$ cat config.mk
export PLATFORM = sky130hd
export DESIGN_NAME = fp16_dot_accum_ctrl
export DESIGN_NICKNAME = d
export VERILOG_FILES = /design/src/rtl/fp16_dot_accum_ctrl.sv
export SDC_FILE = /design/constraint.sdc
export NUM_CORES = 1
export LEC_CHECK = 0
export CAP_MARGIN = 0
export CELL_PAD_IN_SITES_DETAIL_PLACEMENT = 1
export CELL_PAD_IN_SITES_GLOBAL_PLACEMENT = 1
export CORE_ASPECT_RATIO = 0.7
export CORE_MARGIN = 8
export CORE_UTILIZATION = 40
export DETAILED_ROUTE_END_ITERATION = 8
export PLACE_DENSITY = 0.78
export SLEW_MARGIN = 15
export SYNTH_ARGS = -nofsm -noshare
export SYNTH_HDL_FRONTEND = slang
export SYNTH_SLANG_ARGS = --single-unit
$ cat constraint.sdc
create_clock -name clk -period 3.1 [get_ports clk]
set_clock_uncertainty 0.05 [all_clocks]
set_input_delay 0.62 -clock clk [delete_from_list [all_inputs] [get_ports clk]]
set_output_delay 0.62 -clock clk [all_outputs]
set_load 0.03 [all_outputs]
$ cat src/rtl/fp16_dot_accum_ctrl.sv
// FP16 dot-product controller: streams (a,b) pairs into four interleaved partial-sum lanes on an
// external pipelined FMA, then reduces the four lanes with two more FMA rounds into one result.
module fp16_dot_accum_ctrl #(
   parameter int FMA_LAT = 4,
   parameter int LEN_W   = 8
) (
   input  logic             clk,
   input  logic             rst_n,
   input  logic             start,
   input  logic [LEN_W-1:0] len,
   output logic             busy,
   input  logic             in_valid,
   output logic             in_ready,
   input  logic [15:0]      in_a,
   input  logic [15:0]      in_b,
   output logic             fma_in_valid,
   output logic [15:0]      fma_a,
   output logic [15:0]      fma_b,
   output logic [15:0]      fma_c,
   input  logic             fma_out_valid,
   input  logic [15:0]      fma_out,
   output logic             done,
   output logic [15:0]      result
);

   localparam logic [15:0] FP16_ONE = 16'h3C00;

   typedef enum logic [2:0] {
      S_IDLE,
      S_ACCUM,
      S_DRAIN,
      S_RED1,
      S_RED2,
      S_FIN
   } state_t;

   state_t                      state_q, state_d;
   logic [3:0][15:0]            part_q, part_d;
   logic [3:0]                  pend_q, pend_d;
   logic [1:0]                  slot_q, slot_d;
   logic [LEN_W-1:0]            len_q, len_d;
   logic [LEN_W-1:0]            issued_q, issued_d;
   logic [1:0]                  red_q, red_d;
   logic [15:0]                 result_q, result_d;
   logic [FMA_LAT-1:0]          tv_q;
   logic [FMA_LAT-1:0][1:0]     tt_q;

   logic       iss;
   logic [1:0] iss_tag;
   logic       ret;
   logic [1:0] ret_tag;
   logic       ret_hit_slot;

   // A return only counts if its tag slot is still live; reset empties the pipe so late results die.
   assign ret          = fma_out_valid && tv_q[FMA_LAT-1] && (state_q != S_IDLE);
   assign ret_tag      = tt_q[FMA_LAT-1];
   assign ret_hit_slot = ret && (ret_tag == slot_q);
   assign busy         = (state_q != S_IDLE);
   assign fma_in_valid = iss;
   assign result       = result_q;

   always_ff @(posedge clk or negedge rst_n) begin
      if (!rst_n) begin
         state_q  <= S_IDLE;
         part_q   <= '0;
         pend_q   <= '0;
         slot_q   <= '0;
         len_q    <= '0;
         issued_q <= '0;
         red_q    <= '0;
         result_q <= '0;
         tv_q     <= '0;
         tt_q     <= '0;
      end else begin
         state_q  <= state_d;
         part_q   <= part_d;
         pend_q   <= pend_d;
         slot_q   <= slot_d;
         len_q    <= len_d;
         issued_q <= issued_d;
         red_q    <= red_d;
         result_q <= result_d;
         tv_q     <= {tv_q[FMA_LAT-2:0], iss};
         tt_q     <= {tt_q[FMA_LAT-2:0], iss_tag};
      end
   end

   always_comb begin
      state_d  = state_q;
      part_d   = part_q;
      pend_d   = pend_q;
      slot_d   = slot_q;
      len_d    = len_q;
      issued_d = issued_q;
      red_d    = red_q;
      result_d = result_q;
      iss      = 1'b0;
      iss_tag  = 2'd0;
      fma_a    = 16'h0000;
      fma_b    = 16'h0000;
      fma_c    = 16'h0000;
      in_ready = 1'b0;
      done     = 1'b0;

      // Retire first so a same-cycle re-issue on that lane can set pending again below.
      if (ret) begin
         part_d[ret_tag] = fma_out;
         pend_d[ret_tag] = 1'b0;
      end

      case (state_q)
         S_IDLE: begin
            if (start) begin
               len_d    = len;
               issued_d = '0;
               slot_d   = 2'd0;
               red_d    = 2'd0;
               part_d   = '0;
               pend_d   = '0;
               if (len != '0) begin
                  state_d = S_ACCUM;
               end else begin
                  result_d = 16'h0000;
                  state_d  = S_FIN;
               end
            end
         end

         S_ACCUM: begin
            slot_d = slot_q + 2'd1;
            if (issued_q == len_q) begin
               state_d = S_DRAIN;
            end else begin
               in_ready = !pend_q[slot_q] || ret_hit_slot;
               if (in_valid && in_ready) begin
                  iss           = 1'b1;
                  iss_tag       = slot_q;
                  fma_a         = in_a;
                  fma_b         = in_b;
                  // Bypass the lane value arriving this cycle, since part_q is not yet updated.
                  fma_c         = ret_hit_slot ? fma_out : part_q[slot_q];
                  pend_d[slot_q] = 1'b1;
                  issued_d      = issued_q + 1'b1;
               end
            end
         end

         S_DRAIN: begin
            if (pend_q == 4'b0000) begin
               state_d = S_RED1;
            end
         end

         S_RED1: begin
            if (red_q == 2'd0) begin
               iss       = 1'b1;
               iss_tag   = 2'd0;
               fma_a     = part_q[0];
               fma_b     = FP16_ONE;
               fma_c     = part_q[1];
               pend_d[0] = 1'b1;
               red_d     = 2'd1;
            end else if (red_q == 2'd1) begin
               iss       = 1'b1;
               iss_tag   = 2'd2;
               fma_a     = part_q[2];
               fma_b     = FP16_ONE;
               fma_c     = part_q[3];
               pend_d[2] = 1'b1;
               red_d     = 2'd2;
            end else if (pend_q == 4'b0000) begin
               red_d   = 2'd0;
               state_d = S_RED2;
            end
         end

         S_RED2: begin
            if (red_q == 2'd0) begin
               iss       = 1'b1;
               iss_tag   = 2'd0;
               fma_a     = part_q[0];
               fma_b     = FP16_ONE;
               fma_c     = part_q[2];
               pend_d[0] = 1'b1;
               red_d     = 2'd1;
            end else if (ret) begin
               result_d = fma_out;
               state_d  = S_FIN;
            end
         end

         S_FIN: begin
            done    = 1'b1;
            state_d = S_IDLE;
         end

         default: begin
            state_d = S_IDLE;
         end
      endcase
   end

endmodule

# After elaboration in Yosys (flattened, before gate mapping)
# Index checks and enable logic that the tools add are counted.
[op_classes] addsub=2 bitwise_logic=3 n_mux=84 n_reduce_logical=23 n_eq_ne=21 magnitude_cmp=4
[op_table] cell="$mux W16" count=19
[op_table] cell="$mux W64" count=3
[op_table] cell="$pmux W16 S3" count=3
[op_table] cell="$bwmux W64" count=1
[op_table] cell="$mux W14" count=3
[op_table] cell="$bmux W16 S2" count=1
[op_table] cell="$demux W16 S2" count=1
[op_table] cell="$pmux W16 S2" count=1
[op_table] cell="$mux W3" count=9
[op_table] cell="$mux W8" count=3
[op_table] cell="$ne A2 B2 Y1 const B" count=12
[op_table] cell="$mux W2" count=9
[op_table] cell="$mux W4" count=4
[op_table] cell="$pmux W8 S2" count=1
[op_table] cell="$pmux W3 S5" count=1
[op_table] cell="$mux W1" count=14
[op_table] cell="$pmux W1 S3" count=3
[op_table] cell="$add A8 B1 Y8 const B" count=1
[op_table] cell="$eq A8 B8 Y1" count=1
[op_table] cell="$pmux W2 S2" count=2
[op_table] cell="$reduce_and A4 Y1" count=2
[op_table] cell="$reduce_and A8 Y1" count=1
[op_table] cell="$reduce_bool A8 Y1" count=1
[op_table] cell="$eq A3 B2 Y1 const B" count=2
[op_table] cell="26 further kinds" count=39
[word_totals] in_bits=61 ff_bits=119 out_inout_bits=68

# Logic depth before layout (Yosys ltp)
[depth] depth_word=11 mapped_depth=7 depth_no_buf=5

# Worst setup path after synthesis
# OpenSTA, ideal clock, no wires.
[synth_timing] path_type="input -> output" startpoint="input port fma_out_valid" endpoint="output port fma_c[10]" required_ns=2.430 slack_ns=-0.006 cell_stages=5 t_arrival_ns=2.436 n_path_buf=1 path_cell_list="o311ai_2 -> nor3_2 -> buf_2 -> mux2i_1 -> o21ai_0"
[synth_between] elab_chain_len=8 elab_cells_between_ends=9 classes_between="mux (4); reduce/logical (5)"
[synth_rtl] element="start: declaration" line="20" rtl="input logic fma_out_valid,"
[synth_rtl] element="$logic_and A1 B1 Y1 (*) (2 in a row)" line="55" rtl="assign ret = fma_out_valid && tv_q[FMA_LAT-1] && (state_q != S_IDLE);"
[synth_rtl] element="$logic_and A1 B1 Y1 (*)" line="57" rtl="assign ret_hit_slot = ret && (ret_tag == slot_q);"
[synth_rtl] element="$logic_or A1 B1 Y1" line="134" rtl="in_ready = !pend_q[slot_q] || ret_hit_slot;"
[synth_rtl] element="$logic_and A1 B1 Y1" line="135" rtl="if (in_valid && in_ready) begin"
[synth_rtl] element="$mux W16 (*)" line="135"
[synth_rtl] element="$mux W16 (*)" line="131" rtl="if (issued_q == len_q) begin"
[synth_rtl] element="$pmux W16 S3 (*)" line="111" rtl="case (state_q)"
[synth_rtl] element="end: declaration" line="19" rtl="output logic [15:0] fma_c,"
# Every way passes the cells marked *; elsewhere a longest branch is shown, timed or not.

# Worst setup path in the final report
[layout_timing] startpoint="register slot_q[0]" endpoint="output port fma_c[7]"
[layout_between] elab_chain_len=8 elab_cells_between_ends=13 classes_between="eq/ne (1); mux (8); reduce/logical (4)"
[layout_rtl] element="start: declaration" line="40" rtl="logic [1:0] slot_q, slot_d;"
[layout_rtl] element="start signal: assignment" line="78" rtl="slot_q <= slot_d;"
[layout_rtl] element="$bmux W1 S2" line="134"
[layout_rtl] element="$mux W1 (implied by the code)" line="134"
[layout_rtl] element="$logic_not A1 Y1" line="134"
[layout_rtl] element="$logic_or A1 B1 Y1" line="134"
[layout_rtl] element="$logic_and A1 B1 Y1" line="135"
[layout_rtl] element="$mux W16 (*)" line="135"
[layout_rtl] element="$mux W16 (*)" line="131"
[layout_rtl] element="$pmux W16 S3 (*)" line="111"
# Every way passes the cells marked *; elsewhere a longest branch is shown, timed or not. The select of a mux whose other input is x is not followed.

==> summary.txt <==
Run status
  • Status: complete, no violations

Drt
  • DRC: 0
  • Overall routed net length: between 20000 and 25000 um
  • Drt via density: 5.85
  • Routed wire length per instance: 22.8 um
  • DR pass1 iterations: 6
  • Uppermost layer routed: met4
  • Post-DRT Antenna Nets: 0
  • Routed via count: ~5600
  • WL met1: 9370 um
  • WL met3: between 1500 and 2000 um
  • Wire length on met2: between 10000 and 15000 um
  • 1st-iter DRT viols: roughly 520

Synth
  • Area leader, netlist: dfrtp_1
  • Syn_area_per_cell: around 10 sq um
  • Mapped Area: 6270 sq um
  • Register bit total from synthesis: approximately 120
  • Top-count cell post-synth: dfrtp_1
  • Post-synthesis cell type count: 52
  • Ys async rst share: 1.00
  • Ranking of synthesized cells by area: dfrtp_1 48%, mux2i_1 11%, mux4_2 5.0%, nand2_1 4.6%, nor2_1 3.3%
  • Number of enable flip-flop cells after synthesis: 0
  • Post-Syn Nets: 673
  • Register area share after synthesis: 0.475
  • Area share of the largest cell type after synthesis: 0.475
  • YS warnings: 0
  • Mapped Cells: 607
  • Main flop type after synthesis: dfrtp_1
  • Post-synth top cells: 119 x dfrtp_1, 76 x nand2_1, 69 x mux2i_1

Setup path
  • Crit-path max FO: 18
  • Worst Path Buf+Inv: 2
  • CP endpoint kind: output pin
  • Worst EP arrival: between 2000 and 2500 ps
  • CP max stage cell: mux4_2
  • R2R Setup Slk: 640 ps
  • CP dominant cell by count: buf_12
  • Critical Path RT: 2430 ps
  • Reg2reg end: issued_q[7]
  • CP peak stage delay: 560 ps
  • Worst Setup Path Type: flop to output pin
  • Worst path cell trace: mux4_2 -> o31ai_2 -> o211a_1 -> nand2_2 -> buf_12 -> o21ai_1 -> buf_12
  • Family with the most delay on the worst path: compound AO/OA/AOI/OAI gates
  • Worst setup SP type: flop
  • Reg2Reg Depth: 6
  • R2r startpoint: slot_q[0]

Global route
  • Largest net degree at the start of global routing: 77
  • Total track usage: 0.223
  • Antenna violations before repair: 0
  • Grt ovf: 0
  • Number of global-route vias before repair: 6078
  • Wire length of the first global-routing pass: between 30000 and 40000 um

CTS
  • Root buffer cell: clkbuf_16
  • CTS Buf Count: 17
  • Hold_buf cts: 0
  • Largest buffer count on any clock path: 2
  • CTS sink cnt: 119
  • Worst-Skew Late Latency: 420 ps
  • H-Tree Depth: 4
  • CTS clock-pin slew for the worst setup and hold paths: 60 ps
  • CTS tree: built

Power
  • LEAKAGE: 3.99 nW
  • VDD IR-drop max: 0.527 mV
  • Pwr/cell area: 935 nW/um^2

Floorplan
  • Die area: approximately 20000 sq um
  • # IOs: 129
  • Die width: 166 um
  • Row count: 38
  • Initial Util: 0.407
  • Placeable Area: between 15000 and 20000 sq um
  • Die height: approximately 120 um

Timing
  • Endpoints failing hold: 0
  • RSZ-0062 raised after global routing: true
  • Fin. max-slew vios: 0
  • Max_slew headroom: 0.578
  • Slew @ Worst Pin: 631 ps
  • Clock period minus worst slack: 3070 ps
  • Final setup fails: 0
  • FMAX: 326 MHz
  • Final period util: 0.991
  • Min Hold Slack: 156 ps

Place
  • Port Buffer Count: about 130
  • Gpl congestion: 0.779
  • Post-DP HPWL: 14600 um

Finish
  • Layout cells sized above 1: 0.213
  • Area grow syn2layout: 37.9%
  • N_diodes: 0
  • Nets: 820
  • Filler cell count: 1673
  • Final Core Density: 0.561

Flow run
  • Max Cap Viol: 0

Hold path
  • Hold Crit Class: primary input to async pin
## layout by cell type (no fill, tap or decap), types with 17 or more instances in the layout
cell / Yosys / final
nand2_1: 76 / 75
a21oi_1: 24 / 24
mux2i_1: 69 / 68
o21ai_0: 41 / 27
clkdlybuf4s50_1: 0 / 76
inv_1: 22 / 22
dfrtp_1: 119 / 115
buf_4: 1 / 80
a22o_1: 17 / 17
nor2_1: 55 / 54
clkbuf_16: 0 / 17
## logic make-up after synthesis
group                      after synthesis  share of synthesized area
muxes                                   87                      0.175
buffers and inverters                   66                     0.0415
DFF                                    119                      0.475
xor gates and xnor gates                10                     0.0140
and+or+nand+nor                        184                      0.135
adders and majority gates                5                    0.00998
AOI/OAI and AO/OA                      136                      0.149
## final cells by class
class                           instances  area, sq um  share of cell area
Clock buffer                           23          498              0.0576
Clock inverter                          8         95.1              0.0110
Inverter                               22         82.6             0.00956
Multi-Input combinational cell        422         3110               0.359
Sequential cell                       119         2980               0.345
Tap cell                              200          250              0.0290
Timing Repair Buffer                  172         1630               0.188
## metrics by stage
step	setup slack (ps)	instances	instance area [sq um]	setup TNS (ps)	total power, mW
global placement	-145	930	7950	-1740	5.77
CTS	12.4	965	8600	0	8.10
floorplan	-5.60	607	6270	-28.0	4.45
detailed placement	-204	930	7950	-2950	5.93
finish	27.9	966	8640	0	8.08
global route	-40.7	966	8640	-233	8.50
## worst max-delay path by stage
stage / endpoint / start / slack [ps] / depth (start not counted)
2_1_floorplan: fma_c[15] / fma_out_valid / -6 / 5
4_1_cts: fma_c[11] / state_q[0] / 10 / 8
3_5_place_dp: fma_c[7] / fma_out_valid / -200 / 8
5_1_grt: fma_a[11] / slot_q[0] / -40 / 8
3_3_place_gp: fma_c[3] / fma_out_valid / -150 / 9
6_report: fma_c[7] / slot_q[0] / 30 / 7
## report_power, final
part           internal [mW]  leakage (nW)  switching [mW]
Combinational           1.53          2.11            2.12
Sequential              2.00          1.59           0.425
Clock                   1.28         0.291           0.730
## per-layer routing
metal / vias to the layer above / global-route usage
met4: 0 / 0.0662
met2: 207 / 0.365
met3: 32 / 0.0503
li1: 2498 / -
met5: - / 0
met1: 2911 / 0.291
## worst reg2reg max path, delay by kind of cell (launching register included)
family,cells,cell delay (ps)
AND/OR/NAND/NOR,2,910
multiplexers,1,560
flip-flops,1,410
AO/OA/AOI/OAI,2,300
buffers and inverters,1,160
## timing repair
action                                  4_1_cts  5_1_grt
gates cloned                                  0        0
pin swaps                                     1        2
resized for setup                            13       16
endpoints found under the setup margin       37       23
buffers inserted                              4        2
## registers in the layout (all words and copies together) (netlist names)
signal / flops
issued_q: 8
len_q: 8
part_q: 64
pend_q: 4
red_q: 2
result: 16
ret_tag: 2
slot_q: 2
state_q: 3
tt_q: 6
tv_q: 4
(Power assumes the default switching activity.)
